$ cat src/rtl/bmp_pkg.sv
// Shared BMP definitions: the pixel-packer FSM state type, row geometry
// helpers and the RGB888 -> RGB565 conversion used by the BMP copier path.
package bmp_pkg;

  typedef enum logic [2:0] {
    IDLE,
    GATHER,
    WRITE,
    PAD,
    DONE
  } bmp_pack_state_t;

  // Bytes occupied by one 24bpp row before padding.
  function automatic int row_bytes(input int width);
    return 3 * width;
  endfunction

  // Padding bytes that round a 24bpp row up to a 4-byte boundary (0..3).
  function automatic int pad_bytes(input int width);
    return (4 - (row_bytes(width) % 4)) % 4;
  endfunction

  // Keep the most significant bits of each channel.
  function automatic logic [15:0] rgb888_to_565(input logic [7:0] r,
                                                input logic [7:0] g,
                                                input logic [7:0] b);
    return {r[7:3], g[7:2], b[7:3]};
  endfunction

endpackage

$ cat src/rtl/bmp_pixel_packer.sv
// bmp_pixel_packer: turns the 24bpp BGR pixel-array byte stream of a BMP file
// into one RGB565 SDRAM word write per pixel, dropping the row padding.
// Optional feature macro: BMP_BOTTOM_UP_EN (file row 0 lands on the bottom
// display row; row_base walks downwards in memory).
module bmp_pixel_packer
  import bmp_pkg::*;
#(
  parameter int          IMG_WIDTH  = 800,
  parameter int          IMG_HEIGHT = 600,
  parameter logic [23:0] BASE_ADDR  = 24'd0
) (
  input  logic        clk,
  input  logic        rst,
  input  logic        start,
  input  logic [7:0]  byte_in,
  input  logic        byte_valid,
  output logic        byte_ready,
  output logic        m_valid_write,
  input  logic        m_ready_write,
  output logic [23:0] m_addr_write,
  output logic [15:0] m_in_data,
  output logic        Serial_access_write,
  output logic        busy,
  output logic        done
);

  localparam int PAD_LEN = pad_bytes(IMG_WIDTH);
  localparam int COL_W   = (IMG_WIDTH  > 1) ? $clog2(IMG_WIDTH)  : 1;
  localparam int ROW_W   = (IMG_HEIGHT > 1) ? $clog2(IMG_HEIGHT) : 1;

  localparam logic [COL_W-1:0] COL_LAST = COL_W'(IMG_WIDTH - 1);
  localparam logic [ROW_W-1:0] ROW_LAST = ROW_W'(IMG_HEIGHT - 1);
  localparam logic [1:0]       PAD_LAST = 2'(PAD_LEN - 1);
  localparam logic [23:0]      ROW_STEP = 24'(IMG_WIDTH);

`ifdef BMP_BOTTOM_UP_EN
  localparam logic [23:0] ROW_BASE_INIT = BASE_ADDR + 24'((IMG_HEIGHT - 1) * IMG_WIDTH);
`else
  localparam logic [23:0] ROW_BASE_INIT = BASE_ADDR;
`endif

  bmp_pack_state_t  r_state;
  logic [COL_W-1:0] r_col;
  logic [ROW_W-1:0] r_row;
  logic [1:0]       r_byte_idx;
  logic [1:0]       r_pad_cnt;
  logic [7:0]       r_b;
  logic [7:0]       r_g;
  logic [23:0]      r_row_base;
  logic             r_byte_ready;
  logic             r_m_valid;
  logic [23:0]      r_m_addr;
  logic [15:0]      r_m_data;
  logic             r_serial;
  logic             r_busy;
  logic             r_done;

  logic             w_accept;
  logic             w_last_col;
  logic             w_last_row;
  logic             w_row_end;
  logic [23:0]      w_next_row_base;

  assign w_accept   = byte_valid & r_byte_ready;
  assign w_last_col = (r_col == COL_LAST);
  assign w_last_row = (r_row == ROW_LAST);

`ifdef BMP_BOTTOM_UP_EN
  assign w_next_row_base = r_row_base - ROW_STEP;
`else
  assign w_next_row_base = r_row_base + ROW_STEP;
`endif

  // Row end fires on the last pixel's handshake (no padding) or on the last pad byte.
  assign w_row_end = ((r_state == WRITE) && m_ready_write && w_last_col && (PAD_LEN == 0)) ||
                     ((r_state == PAD) && w_accept && (r_pad_cnt == PAD_LAST));

  // Frame FSM with registered handshake outputs and the address/pixel datapath.
  always_ff @(posedge clk) begin
    if (rst) begin
      r_state      <= IDLE;
      r_col        <= '0;
      r_row        <= '0;
      r_byte_idx   <= '0;
      r_pad_cnt    <= '0;
      r_b          <= '0;
      r_g          <= '0;
      r_row_base   <= '0;
      r_byte_ready <= 1'b0;
      r_m_valid    <= 1'b0;
      r_m_addr     <= '0;
      r_m_data     <= '0;
      r_serial     <= 1'b0;
      r_busy       <= 1'b0;
      r_done       <= 1'b0;
    end else begin
      // NOTE: state is updated with non-blocking assignments so every branch
      // reads the pre-edge values; the row-end block below overrides the case.
      case (r_state)
        IDLE, DONE: begin
          if (start) begin
            r_state      <= GATHER;
            r_col        <= '0;
            r_row        <= '0;
            r_byte_idx   <= '0;
            r_row_base   <= ROW_BASE_INIT;
            r_byte_ready <= 1'b1;
            r_busy       <= 1'b1;
            r_done       <= 1'b0;
          end
        end
        GATHER: begin
          if (w_accept) begin
            case (r_byte_idx)
              2'd0: begin
                r_b        <= byte_in;
                r_byte_idx <= 2'd1;
              end
              2'd1: begin
                r_g        <= byte_in;
                r_byte_idx <= 2'd2;
              end
              default: begin
                r_m_data     <= rgb888_to_565(byte_in, r_g, r_b);
                r_m_addr     <= r_row_base + 24'(r_col);
                r_serial     <= ~w_last_col;
                r_m_valid    <= 1'b1;
                r_byte_ready <= 1'b0;
                r_byte_idx   <= 2'd0;
                r_state      <= WRITE;
              end
            endcase
          end
        end
        WRITE: begin
          if (m_ready_write) begin
            r_m_valid <= 1'b0;
            if (!w_last_col) begin
              r_col        <= r_col + 1'b1;
              r_byte_ready <= 1'b1;
              r_state      <= GATHER;
            end else if (PAD_LEN != 0) begin
              r_pad_cnt    <= '0;
              r_byte_ready <= 1'b1;
              r_state      <= PAD;
            end
          end
        end
        PAD: begin
          if (w_accept) begin
            r_pad_cnt <= r_pad_cnt + 1'b1;
          end
        end
        default: r_state <= IDLE;
      endcase

      if (w_row_end) begin
        r_col <= '0;
        if (w_last_row) begin
          r_state      <= DONE;
          r_byte_ready <= 1'b0;
          r_busy       <= 1'b0;
          r_done       <= 1'b1;
        end else begin
          r_row        <= r_row + 1'b1;
          r_row_base   <= w_next_row_base;
          r_byte_ready <= 1'b1;
          r_state      <= GATHER;
        end
      end
    end
  end

  assign byte_ready          = r_byte_ready;
  assign m_valid_write       = r_m_valid;
  assign m_addr_write        = r_m_addr;
  assign m_in_data           = r_m_data;
  assign Serial_access_write = r_serial;
  assign busy                = r_busy;
  assign done                = r_done;

endmodule

$ cat config.mk
export PLATFORM = sky130hd
export DESIGN_NAME = bmp_pixel_packer
export DESIGN_NICKNAME = d
export VERILOG_FILES = /design/src/rtl/bmp_pkg.sv /design/src/rtl/bmp_pixel_packer.sv
export SDC_FILE = /design/constraint.sdc
export NUM_CORES = 1
export LEC_CHECK = 0
export ABC_AREA = 1
export CORE_MARGIN = 2
export CORE_UTILIZATION = 55
export DETAILED_ROUTE_END_ITERATION = 6
export GPL_ROUTABILITY_DRIVEN = 0
export PLACE_DENSITY = 0.77
export SLEW_MARGIN = 0
export SYNTH_ARGS = -nofsm -noshare
export SYNTH_HDL_FRONTEND = slang
export SYNTH_SLANG_ARGS = --single-unit
$ cat constraint.sdc
create_clock -name clk -period 2.55 [get_ports clk]
set_input_delay 0.6375 -clock clk [delete_from_list [all_inputs] [get_ports clk]]
set_output_delay 0.6375 -clock clk [all_outputs]
set_load 0.02 [all_outputs]
Yosys cells after proc, flatten, opt, wreduce, memory -nomap -nowiden

Index checks and enable logic that the tools add are counted.

$add $sub $neg: 5
Multiply operators: 0
Div/mod/pow operators: 0
Order comparisons: 0
Equal/unequal tests: 19
Shift-type cells: 0
Multiplexer cells: 44
Bitwise operators: 3
Reductions and logical operators: 23

Operators with widths:

| operator               | number |
|---|---|
| $mux 24                | 4 |
| $mux 10                | 7 |
| $add 24x10->24         | 1 |
| $add 24x10->24 const B | 1 |
| $mux 3                 | 7 |
| $add 10x1->10 const B  | 2 |
| $eq 10x10->1 const B   | 2 |
| $pmux 10 s2            | 1 |
| $mux 1                 | 18 |
| $ne 3x3->1 const B     | 5 |
| $ne 2x2->1 const B     | 6 |
| $pmux 3 s4             | 1 |
| $reduce_and 3->1       | 4 |
| $reduce_and 6->1       | 2 |
| $pmux 2 s2             | 2 |
| $reduce_and 4->1       | 2 |
| $eq 3x2->1 const B     | 2 |
| $reduce_bool 2->1      | 3 |
| $reduce_or 2->1        | 3 |
| $logic_and 1x1->1      | 4 |
| $mux 2                 | 2 |
| $reduce_bool 4->1      | 1 |
| $eq 3x1->1 const B     | 1 |
| $eq 3x3->1 const B     | 1 |
| 11 further kinds       | 12 |

Register bits after elaboration: 112
Bits in latches: 0
Memory bits (writable): 0
Bits in read-only memories: 0
Input bits: 13
Memories kept: 0

Logic depth before layout (Yosys ltp)

Word-level depth: 6
Depth in mapped cells: 14
Gate-level depth less buffers: 14

Worst setup path after synthesis

Ideal clock, no wire load.

Path kind: reg-to-reg
Start: reg r_col[0]
End: reg r_m_addr[20], in the netlist m_addr_write[20]
Data arrival time: 1.698 ns
Required time: 2.441 ns
Setup slack: 0.743 ns
Stages on the path, launching flop included: 14
Clock period less this slack: 1.807 ns
Cells stage by stage: dfxtp_1 > ha_1 > inv_1 > fa_1 > inv_1 > nand3_1 > nand3_1 > nand3_1 > nand3_1 > nand2_1 > nand2_1 > nand3_1 > nand2_1 > inv_1

Word-level cells in the longest chain between the ends: 1

RTL lines:

| what                   | line                    | text |
|---|---|---|
| from (decl)            | bmp_pixel_packer.sv:43  | `logic [COL_W-1:0] r_col;` |
| from (signal assigned) | bmp_pixel_packer.sv:139 | `r_col <= r_col + 1'b1;` |
| $add 24x10->24         | bmp_pixel_packer.sv:125 | `r_m_addr <= r_row_base + 24'(r_col);` |
| to (signal assigned)   | bmp_pixel_packer.sv:125 |  |
| to (decl)              | bmp_pixel_packer.sv:52  | `logic [23:0] r_m_addr;` |

Every way passes these cells.
A chain may end at the register's enable or synchronous reset.

Worst setup path in the final report

Ends and elaborated chain as after synthesis.

==> results.txt <==
Layout Nets: 1003
Ports: 58
Relative slew margins: 72.5%
Skew-Pair Late Insertion Delay: 0.39 ns
commonest non-fill, non-tap cell in the layout: nand2_1
number of global-route vias before repair: 4915
final hold viol count: 0
port buffer count: 55
Setup Buffers After CTS: 0
Final Critical Period: 2.19 ns
post_cts resized: 0
post-synth top area share: 36.5%
clk_skew: 0.0126 ns
HPWL Detailed: 10.0 mm
hold-fix buffers at CTS: 0
Root Driver: clkbuf_8
via count: 5673
Synth Flop Type: dfxtp_1
status: complete, no violations
CP Data Required Time: 2.84 ns
number of synthesized flops with an enable pin: 0
warnings from Yosys: 0
crit path DAT: 2.49 ns
Worst-Margin Slew: 0.408 ns
Cell Pwr Density: 443 nW/um2
post-synth cell types: 34
Max clock buf depth: 2
Mapped Area: 5870 um2
hold path startpoint: r_row_base[3]$_SDFFE_PP0P_
Final Util: 66.0%
CTS buffer count: 9
Critical-path top delay cell: dfxtp_1
reg2reg setup slack: 0.36 ns
drt first pass iters: 5
FF-to-FF End: m_addr_write[20]$_SDFFE_PP0P_
Critical Path Fanout Max: 6
Crit. End Element: flop
Worst-path clk slew: 0.11 ns
DRC violations left: 0
setup TNS: 0 ns
Final Setup Violations: 0
initial antenna violation count: 0
gr usage total: 24.7%
MaxCap Viol Count: 0
via density per instance: 5.08
worst vdd rail ir drop: 0.263 mV
crit share post-route: 85.9%
post-synth top area cell: dfxtp_1
Fill cells: 987
CTS tree: built
syn avg cell area: 6.38 um2
reg-to-reg startpoint: r_col[0]$_SDFFE_PP0P_
first-pass GRT wire length: 22.9 mm
largest net degree at the start of global routing: 62
antenna viol nets, final: 0
Hold WC Path Type: flop to flop
Worst Setup Path Type: flop to flop
Leak Pwr: 2.95 nW
final WL: 13.5 mm
Chip Width: 107 um
layout cell share with drive strength beyond 1: 4.90%
initial DRC count: 387
GR Overflow Total: 0
Hold Path Stages: 2
core area: 10300 um2
Reg2Reg Depth: 13
RSZ-0062 raised after global routing: no
max incr delay on CP: 0.45 ns
Die Height: 107 um
Inserted Diodes: 0
register area share after synthesis: 36.5%
syn_nets: 947
async set or reset register ratio after synthesis: 0%
Site Rows: 37
commonest non-fill, non-tap cells in the layout: nand2_1, nor2_1, inv_1, dfxtp_1, nand3_1
largest cells by area after synthesis: dfxtp_1, nand2_1, nor2_1, nand3_1, inv_1
DR WL/cell: 12.1 um
FF+latch count, synth: 107
max-slew violations: 0
crit start category: flop
Worst Hold End: r_row_base[3]$_SDFFE_PP0P_
CP Cell Sequence: ha_1 -> inv_1 -> fa_1 -> inv_1 -> nand3_1 -> nand3_1 -> nand3_1 -> nand3_1 -> nand2_1 -> nand2_1 -> nand3_1 -> nand2_1 -> inv_1
Area Overhead vs Synth: 16.1%
Sink Count: 107
Max Clock Freq: 0.457 GHz
most used cell, CP: nand3_1
full die area: 11500 um2
H-tree depth: 3
Starting Density: 56.8%
Syn Inst Count: 919
## sequential cells by signal (all words and copies together), names as in the netlist
register / count
r_state: 3
m_valid_write: 1
done: 1
r_row_base: 24
byte_ready: 1
r_b: 5
r_col: 10
r_g: 6
r_pad_cnt: 2
m_in_data: 16
busy: 1
r_byte_idx: 2
Serial_access_write: 1
r_row: 10
m_addr_write: 24
## how the worst max path moves through the flow
stage / start / endpoint / depth (start not counted)
6_report: r_col[0]$_SDFFE_PP0P_ / m_addr_write[20]$_SDFFE_PP0P_ / 13
5_1_grt: r_col[0]$_SDFFE_PP0P_ / m_addr_write[16]$_SDFFE_PP0P_ / 13
4_1_cts: r_col[0]$_SDFFE_PP0P_ / m_addr_write[20]$_SDFFE_PP0P_ / 13
3_5_place_dp: byte_valid / r_row_base[23]$_SDFF_PP0_ / 10
3_3_place_gp: byte_valid / r_row_base[14]$_SDFF_PP0_ / 9
2_1_floorplan: r_col[0]$_SDFFE_PP0P_ / m_addr_write[20]$_SDFFE_PP0P_ / 13
## power breakdown
group,leakage [nW],switching (mW),total (mW),internal (mW)
sequential,0.863,0.00720,1.69,1.68
clock,0.116,0.610,1.17,0.564
combinational,1.97,0.100,0.159,0.0586
## cells by family (layout without fill, tap and decap cells)
kind of cell | after synthesis | in the layout | share of synthesized area, %
AO/OA/AOI/OAI | 102 | 102 | 9.11
XOR/XNOR | 22 | 22 | 3.29
adder cells (fa/ha/maj) | 15 | 15 | 3.33
buffers and inverters | 143 | 204 | 9.85
flip-flops | 107 | 107 | 36.5
AND/OR/NAND/NOR | 530 | 530 | 37.9
## worst max-delay path, delay by kind of cell, from the launching register on
kind	cells	cell delay (ns)
AND/OR/NAND/NOR	8	0.82
adder cells (fa/ha/maj)	2	0.62
flip-flops	1	0.45
buffers and inverters	3	0.20
## final cells by class
cell class | count | area [um2] | share of cell area (%)
Sequential cell | 107 | 2140 | 31.5
Timing Repair Buffer | 73 | 698 | 10.3
Clock inverter | 7 | 98.8 | 1.45
Clock buffer | 9 | 124 | 1.82
Inverter | 115 | 432 | 6.34
Tap cell | 136 | 170 | 2.50
Multi-Input combinational cell | 669 | 3150 | 46.2
## layer usage
metal,track usage [%],part of all wire [%],vias up
li1,-,-,3020
met1,35.3,50,2481
met2,37.8,43,151
met3,3.69,5.5,21
met4,8.53,1.6,0
met5,0,0,-
## metrics by stage
step	setup slack (ns)	power, mW	instances	hold slack [ns]	area [um2]
after floorplan	0.743	1.82	919	0.412	5870
after global placement	0.231	1.88	1100	0.419	6590
after detailed placement	0.206	1.88	1100	0.422	6590
after CTS	0.387	3.04	1116	0.439	6810
after global routing	0.167	3.13	1116	0.452	6810
final	0.360	3.02	1116	0.438	6810
## Yosys cell counts (3+ instances only)
| master | count |
|---|---|
| nand4_1 | 18 |
| buf_2 | 9 |
| dfxtp_1 | 107 |
| o211ai_1 | 4 |
| buf_4 | 4 |
| nand3_1 | 84 |
| nor2_1 | 185 |
| nand2_1 | 214 |
| clkbuf_1 | 11 |
| o21ai_0 | 48 |
| a21oi_1 | 40 |
| inv_2 | 3 |
| nor3_1 | 15 |
| o21ai_1 | 4 |
| xor2_1 | 20 |
| ha_1 | 14 |
| nor2_2 | 4 |
| inv_1 | 111 |
No activity file was read; power rests on OpenSTA's default activity.
